## config.mk

```make
export PLATFORM = sky130hd
export DESIGN_NAME = fifo_wr_arb
export DESIGN_NICKNAME = d
export VERILOG_FILES = /design/src/rtl/fifo_arb_pkg.sv /design/src/rtl/rr_arbiter.sv /design/src/rtl/fifo_wr_arb.sv
export SDC_FILE = /design/constraint.sdc
export NUM_CORES = 1
export LEC_CHECK = 0
export CAP_MARGIN = 20
export CORE_ASPECT_RATIO = 1.5
export CORE_UTILIZATION = 34
export DETAILED_ROUTE_END_ITERATION = 7
export PLACE_DENSITY = 0.76
export SETUP_SLACK_MARGIN = 0.1
export SLEW_MARGIN = 15
export SYNTH_ARGS = -nofsm -noshare
export SYNTH_HDL_FRONTEND = slang
export SYNTH_SLANG_ARGS = --single-unit
```

## constraint.sdc

```tcl
create_clock -name wclk -period 5.4 [get_ports wclk]
set_input_delay 1.08 -clock wclk [delete_from_list [all_inputs] [get_ports wclk]]
set_output_delay 1.08 -clock wclk [all_outputs]
set_load 0.01 [all_outputs]
```

## src/rtl/fifo_arb_pkg.sv

```systemverilog
// Shared types and width helpers for the FIFO write-port arbiter.
package fifo_arb_pkg;

  typedef enum logic {
    IDLE  = 1'b0,
    GRANT = 1'b1
  } arb_state_e;

  function automatic int unsigned gid_width(input int unsigned n);
    return (n > 1) ? $clog2(n) : 1;
  endfunction

  function automatic int unsigned cnt_width(input int unsigned m);
    return (m > 0) ? $clog2(m + 1) : 1;
  endfunction

endpackage

```

## src/rtl/rr_arbiter.sv

```systemverilog
// Combinational round-robin picker: first set request at or above ptr_i, wrapping.
module rr_arbiter
  import fifo_arb_pkg::*;
#(
  parameter int unsigned NREQ = 4,
  parameter int unsigned GW   = gid_width(NREQ)
) (
  input  logic [NREQ-1:0] req_i,
  input  logic [GW-1:0]   ptr_i,
  output logic [GW-1:0]   gnt_o,
  output logic            any_o
);

  logic [2*NREQ-1:0] dbl;
  logic [NREQ-1:0]   rot;
  logic [GW-1:0]     off;
  logic              found;
  logic [GW:0]       sum;

  // Rotating a doubled copy puts the request at ptr_i in bit 0.
  assign dbl   = {req_i, req_i} >> ptr_i;
  assign rot   = dbl[NREQ-1:0];
  assign any_o = |req_i;

  always_comb begin
    off   = '0;
    found = 1'b0;
    for (int unsigned k = 0; k < NREQ; k++) begin
      if (rot[k] && !found) begin
        off   = GW'(k);
        found = 1'b1;
      end
    end
    sum = (GW+1)'(ptr_i) + (GW+1)'(off);
    if (sum >= (GW+1)'(NREQ)) begin
      sum = sum - (GW+1)'(NREQ);
    end
    gnt_o = sum[GW-1:0];
  end

endmodule

```

## src/rtl/fifo_wr_arb.sv

```systemverilog
// Round-robin burst arbiter sharing the FIFO memory write port among NREQ producers.
module fifo_wr_arb
  import fifo_arb_pkg::*;
#(
  parameter int unsigned NREQ     = 4,
  parameter int unsigned DATASIZE = 8,
  parameter int unsigned MAXBURST = 4,
  localparam int unsigned GW      = gid_width(NREQ)
) (
  input  logic                     wclk,
  input  logic                     wrst_n,
  input  logic [NREQ-1:0]          req_valid,
  input  logic [NREQ*DATASIZE-1:0] req_data,
  input  logic [NREQ-1:0]          req_last,
  output logic [NREQ-1:0]          req_ready,
  input  logic                     wfull,
  output logic                     wclken,
  output logic [DATASIZE-1:0]      wdata,
  output logic [GW-1:0]            grant_id,
  output logic                     busy
);

  localparam int unsigned CW = cnt_width(MAXBURST);

  arb_state_e    state_q, state_d;
  logic [GW-1:0] rr_ptr_q, rr_ptr_d;
  logic [GW-1:0] grant_q, grant_d;
  logic [CW-1:0] cnt_q, cnt_d;
  logic [GW-1:0] arb_idx;
  logic          any_req;
  logic          beat;

  rr_arbiter #(.NREQ(NREQ), .GW(GW)) u_rr (
    .req_i (req_valid),
    .ptr_i (rr_ptr_q),
    .gnt_o (arb_idx),
    .any_o (any_req)
  );

  always_ff @(posedge wclk or negedge wrst_n) begin
    if (!wrst_n) begin
      state_q  <= IDLE;
      rr_ptr_q <= '0;
      grant_q  <= '0;
      cnt_q    <= '0;
    end else begin
      state_q  <= state_d;
      rr_ptr_q <= rr_ptr_d;
      grant_q  <= grant_d;
      cnt_q    <= cnt_d;
    end
  end

  always_comb begin
    state_d   = state_q;
    rr_ptr_d  = rr_ptr_q;
    grant_d   = grant_q;
    cnt_d     = cnt_q;
    beat      = 1'b0;
    req_ready = '0;
    wclken    = 1'b0;
    wdata     = '0;
    unique case (state_q)
      IDLE: begin
        if (any_req) begin
          grant_d = arb_idx;
          cnt_d   = '0;
          state_d = GRANT;
        end
      end
      GRANT: begin
        beat               = req_valid[grant_q] & ~wfull;
        wclken             = beat;
        req_ready[grant_q] = beat;
        wdata              = req_data[grant_q*DATASIZE +: DATASIZE];
        if (beat) begin
          if (req_last[grant_q] || (cnt_q == CW'(MAXBURST - 1))) begin
            state_d  = IDLE;
            cnt_d    = '0;
            rr_ptr_d = (grant_q == GW'(NREQ - 1)) ? '0 : grant_q + 1'b1;
          end else begin
            cnt_d = cnt_q + 1'b1;
          end
        end
      end
      default: state_d = IDLE;
    endcase
  end

  assign busy     = (state_q == GRANT);
  assign grant_id = grant_q;

endmodule

```

* Yosys cells after proc, flatten, opt, wreduce, memory -nomap -nowiden
Cells that the tools add are included.
Cells by class: equal/unequal tests 4, reductions and logical operators 12, mux-type cells 25, add/subtract/negate cells 4, $lt $le $gt $ge 3, bitwise logic cells 4, shift-type cells 2
Operators with widths (count):
- indexed part select 32 x 6 -> 8 bit | 1
- two-way mux 1 bit | 11
- two-way mux 3 bit | 3
- two-way mux 2 bit | 4
- two-way mux 8 bit | 1
- >> shifter 8 x 2 -> 4 bit | 1
- one-hot mux 3 bit (2 select lines) | 1
- bitwise AND 4 bit | 1
- binary-select mux 1 bit (select 2 bit) | 2
- logical AND 1 bit | 4
- two-way mux 4 bit | 1
- AND reduction 2 bit | 2
- OR reduction 4 bit | 1
- adder 2 x 2 -> 3 bit | 1
- adder 3 x 1 -> 3 bit, second input constant | 1
- equality test 3 x 2 -> 1 bit, second input constant | 1
- greater-or-equal comparator 3 bit, second input constant | 1
- zero test 1 bit | 3
- < comparator 2 x 3 -> 1 bit, second input constant | 1
- AND reduction 3 bit | 1
- adder 2 x 1 -> 2 bit, second input constant | 1
- demux 1 bit (select 2 bit) | 1
- equality test 2 bit, second input constant | 1
- greater-or-equal comparator 2 x 1 -> 1 bit, second input constant | 1
- other kinds (7) | 8
Storage, ports and cells: output and inout bits 16, input port bits 43, logic and storage cells 58, bits in registers 8

* Longest topological paths before layout
depth after elaboration 14, gate-level depth with buffers 9, depth with buffers taken out 8

* By module
Synthesis repeated with hierarchy kept, for this count alone.
Unflattened totals: cell total of the unflattened synthesis 89, area, all modules 933.4 µm²
By module, submodules not included:
- fifo_wr_arb | cells an instance 62, sequential area each 200.2 µm², area each 738.2 µm², times used 1
- rr_arbiter | cells an instance 27, sequential area each 0.0 µm², area each 195.2 µm², times used 1

* Worst setup path before layout
Ideal clock, no wire load.
path kind input -> output, start input req_valid[3], end output wclken, path slack 2567 ps, arrival time 1753 ps, data required time 4320 ps, stages on the path 3, buffers on the path 0, cells stage by stage mux2i_1 > a211oi_4 > and2_1
Between the ends: word-level cells in the longest chain between the ends 4
Ends and longest elaborated chain:
- start: declaration | RTL line fifo_wr_arb.sv:12 | input logic [NREQ-1:0] req_valid,
- binary-select mux 1 bit (select 2 bit) | RTL line fifo_wr_arb.sv:72 | beat = req_valid[grant_q] & ~wfull;
- two-way mux 1 bit (not written as such) | RTL line fifo_wr_arb.sv:72
- bitwise AND 1 bit | RTL line fifo_wr_arb.sv:72
- two-way mux 1 bit | RTL line fifo_wr_arb.sv:63 | unique case (state_q)
- end: declaration | RTL line fifo_wr_arb.sv:17 | output logic wclken,
No other way between the ends. The select of a mux whose other input is x is not followed.

* Worst setup path in the final report
start input req_valid[2], end output wclken
The elaborated chain is that of the path after synthesis.

==> flow_summary_export.csv <==
group,metric,value,unit
power,peak_vdd_ir,0.212,mV
cts,cts_resized,0,
global_route,vias_in_the_first_global_route,971,
placed_design,placement.cell_area,0.00154,sq mm
logic_synthesis,mappedNetlistNets,140,
cts,cts.sink_count,8,
placed_design,port_buffers,58,
final_layout,final_cell_area,0.00156,sq mm
cts,cts_hold_buffers,0,
sta,max-slew-margin-rel,46.0,%
setup_path,critPathKind,"in2out",
global_route,gr-total-overflow,0,
setup_path,type_of_element_launching_the_critical_path,"input port",
global_route,antenna_found_initial,0,
sta,max_freq,243,MHz
sta,worst_pin_slew,811,ps
job,timing.max_cap.violations,0,
setup_path,endpoint_class_of_the_critical_path,"primary output",
drt,post_drt_wl_per_cell,14.1,um
drt,totalWireLength,2.59,mm
final_layout,final_util,61.5,%
outcome,outcome,"completed",
final_layout,syn2layout_area_growth,67.3,%
placed_design,weighted_congestion_reported_at_the_end_of_routability_driven_placement,0.772,
floorplan,coreArea,0.00253,sq mm
logic_synthesis,netlist_top_cells_area,"mux4_2 (22%), dfrtp_1 (22%), ha_1 (9.4%)",
global_route,wire_length_of_the_first_global_routing_pass,4.18,mm
logic_synthesis,flops_latches_synth,8,
sta,worst_clock_skew,2.98,ps
floorplan,top_level_ports,59,
logic_synthesis,synth_largest_area_cell,"mux4_2",
cts,clkSlewWorstSetupHoldPaths,50,ps
sta,rsz_0062_raised_after_global_routing,"no",
floorplan,chipWidth,44.7,um
sta,fin_crit,4120,ps
setup_path,cp.arrival,3040,ps
min_path,hp_class,"reg2reg",
final_layout,final_layout_size_suffix_gt1_share,10.2,%
cts,cts_htree_levels,1,
logic_synthesis,yosys_top_cell_area_share,21.8,%
min_path,min_path_cells,1,
setup_path,timing.critical_path.fanout_max,7,
global_route,grt_max_degree,17,
cts,cts_root_buffer,"clkbuf_4",
setup_path,reg2reg_depth,4,
final_layout,count_of_antenna_diodes_in_the_layout,0,
placed_design,detailedPlacementHpwl,2.15,mm
final_layout,most_common_library_cell_in_the_layout_ignoring_fill_and_taps,"clkdlybuf4s50_1",
final_layout,finalNetCount,199,
logic_synthesis,synth.distinct_cells,35,
sta,timing.final.max_slew_violations,0,
logic_synthesis,synthesis.yosys.warnings,0,
power,cellLeakagePower,0.000613,uW
cts,cts_tree,"done",
floorplan,vertical_die_dimension,66.1,um
cts,insertion_delay,250,ps
sta,setup-tns-final,0,ps
sta,finalSetupViolations,0,
floorplan,die_area,0.00296,sq mm
logic_synthesis,synthCells,90,
drt,via_per_inst,5.19,
cts,post_cts_setup_repair_buffer_count,0,
sta,setup_ws,1280,ps
drt,firstDrtPassIters,4,
cts,cts_max_path_buffers,2,
drt,detail-route-antenna-nets,0,
logic_synthesis,ys_seq_area_share,21.5,%
sta,report.final.hold_viol_count,0,
logic_synthesis,postSynthAreaPerCell,10.3,sq um
final_layout,commonest_non_fill_non_tap_cells_in_the_layout,"clkdlybuf4s50_1 (58), mux4_2 (9), and2_1 (9)",
floorplan,start_util,36.8,%
sta,period_share,76.3,%
global_route,globalRouteTotalUtil,19.1,%
placed_design,dp_worst_setup_slack,1260,ps
floorplan,floorplan.rows,22,
power,power_density,397,mW/mm^2
drt,drc,0,
drt,routed-via-count,950,
drt,drt-initial-drc-count,13,
logic_synthesis,cell_area_after_technology_mapping,931,sq um
cts,cts_inserted_buffers,3,
setup_path,critical_path_required,4320,ps
cells in the mapped netlist (all sizes together):
cell type / number
o22ai: 2
a21boi: 2
buf: 3
mux4: 9
nor2b: 1
nand3: 1
o32ai: 1
inv: 5
o21ai: 2
a211oi: 1
or4b: 1
or4bb: 3
mux2: 2
nand2: 5
o2bb2ai: 1
or3: 2
xnor2: 1
a41oi: 1
dfrtp: 8
a21oi: 2
clkbuf: 1
and2: 9
nand3b: 2
nand2b: 3
o21a: 1
nor4: 1
or2: 1
nor2: 4
and3: 4
o221ai: 1
mux2i: 2
ha: 7
a31oi: 1
kinds of logic (layout without fill, tap and decap cells):
| kind of cell | count (synthesis) | after routing | synth area share, % |
|---|---|---|---|
| buffers and inverters | 9 | 66 | 4.30 |
| XOR/XNOR | 1 | 1 | 0.941 |
| adder cells (fa/ha/maj) | 7 | 7 | 9.41 |
| AO/OA/AOI/OAI | 15 | 15 | 12.5 |
| flip-flops | 8 | 8 | 21.5 |
| AND/OR/NAND/NOR | 37 | 37 | 25.0 |
| multiplexers | 13 | 13 | 26.3 |
worst paths after layout:
check                             start          end  slack, ps
max                        req_valid[2]       wclken       1280
min in group asynchronous        wrst_n  rr_ptr_q[1]       1110
min reg2reg                    cnt_q[0]     cnt_q[0]        520
max in group asynchronous        wrst_n     cnt_q[1]       4020
min                            cnt_q[0]     cnt_q[0]        520
max reg2reg                 grant_id[0]  rr_ptr_q[1]       3130
state kept, by name, indices dropped and copies added (netlist names):
| signal | flops |
|---|---|
| busy | 1 |
| cnt_q | 3 |
| grant_id | 2 |
| rr_ptr_q | 2 |
where the power goes:
part	total (uW)	internal, uW	switching, uW
clock network	43.7	25.3	18.4
registers	161	83.2	77.6
logic	413	268	145
through the flow:
| stage | instances | hold slack (ps) | power, uW |
|---|---|---|---|
| floorplan | 90 | 472 | 395 |
| finish | 183 | 515 | 618 |
| global placement | 180 | 493 | 569 |
| CTS | 183 | 518 | 627 |
| global route | 183 | 546 | 677 |
| detailed placement | 180 | 511 | 581 |
worst max-delay path, stage by stage:
cell and delay (ps):
clkdlybuf4s50_1 590, mux2i_1 150, a211oi_4 400, and2_1 260, clkdlybuf4s50_1 560
per-layer routing:
metal	share of wire [%]	track usage (%)	vias to the layer above
met2	54	36.6	48
li1	-	-	460
met1	35	19.3	440
met3	10	4.37	2
met4	0.39	6.44	0
met5	0	0	-
layout make-up:
| class | count | area, sq um |
|---|---|---|
| Inverter | 5 | 18.8 |
| Fill cell | 234 | 975 |
| Multi-Input combinational cell | 73 | 691 |
| Tap cell | 36 | 45.0 |
| Clock buffer | 3 | 22.5 |
| Sequential cell | 8 | 200 |
| Timing Repair Buffer | 58 | 581 |
No activity file was read; power rests on OpenSTA's default activity.
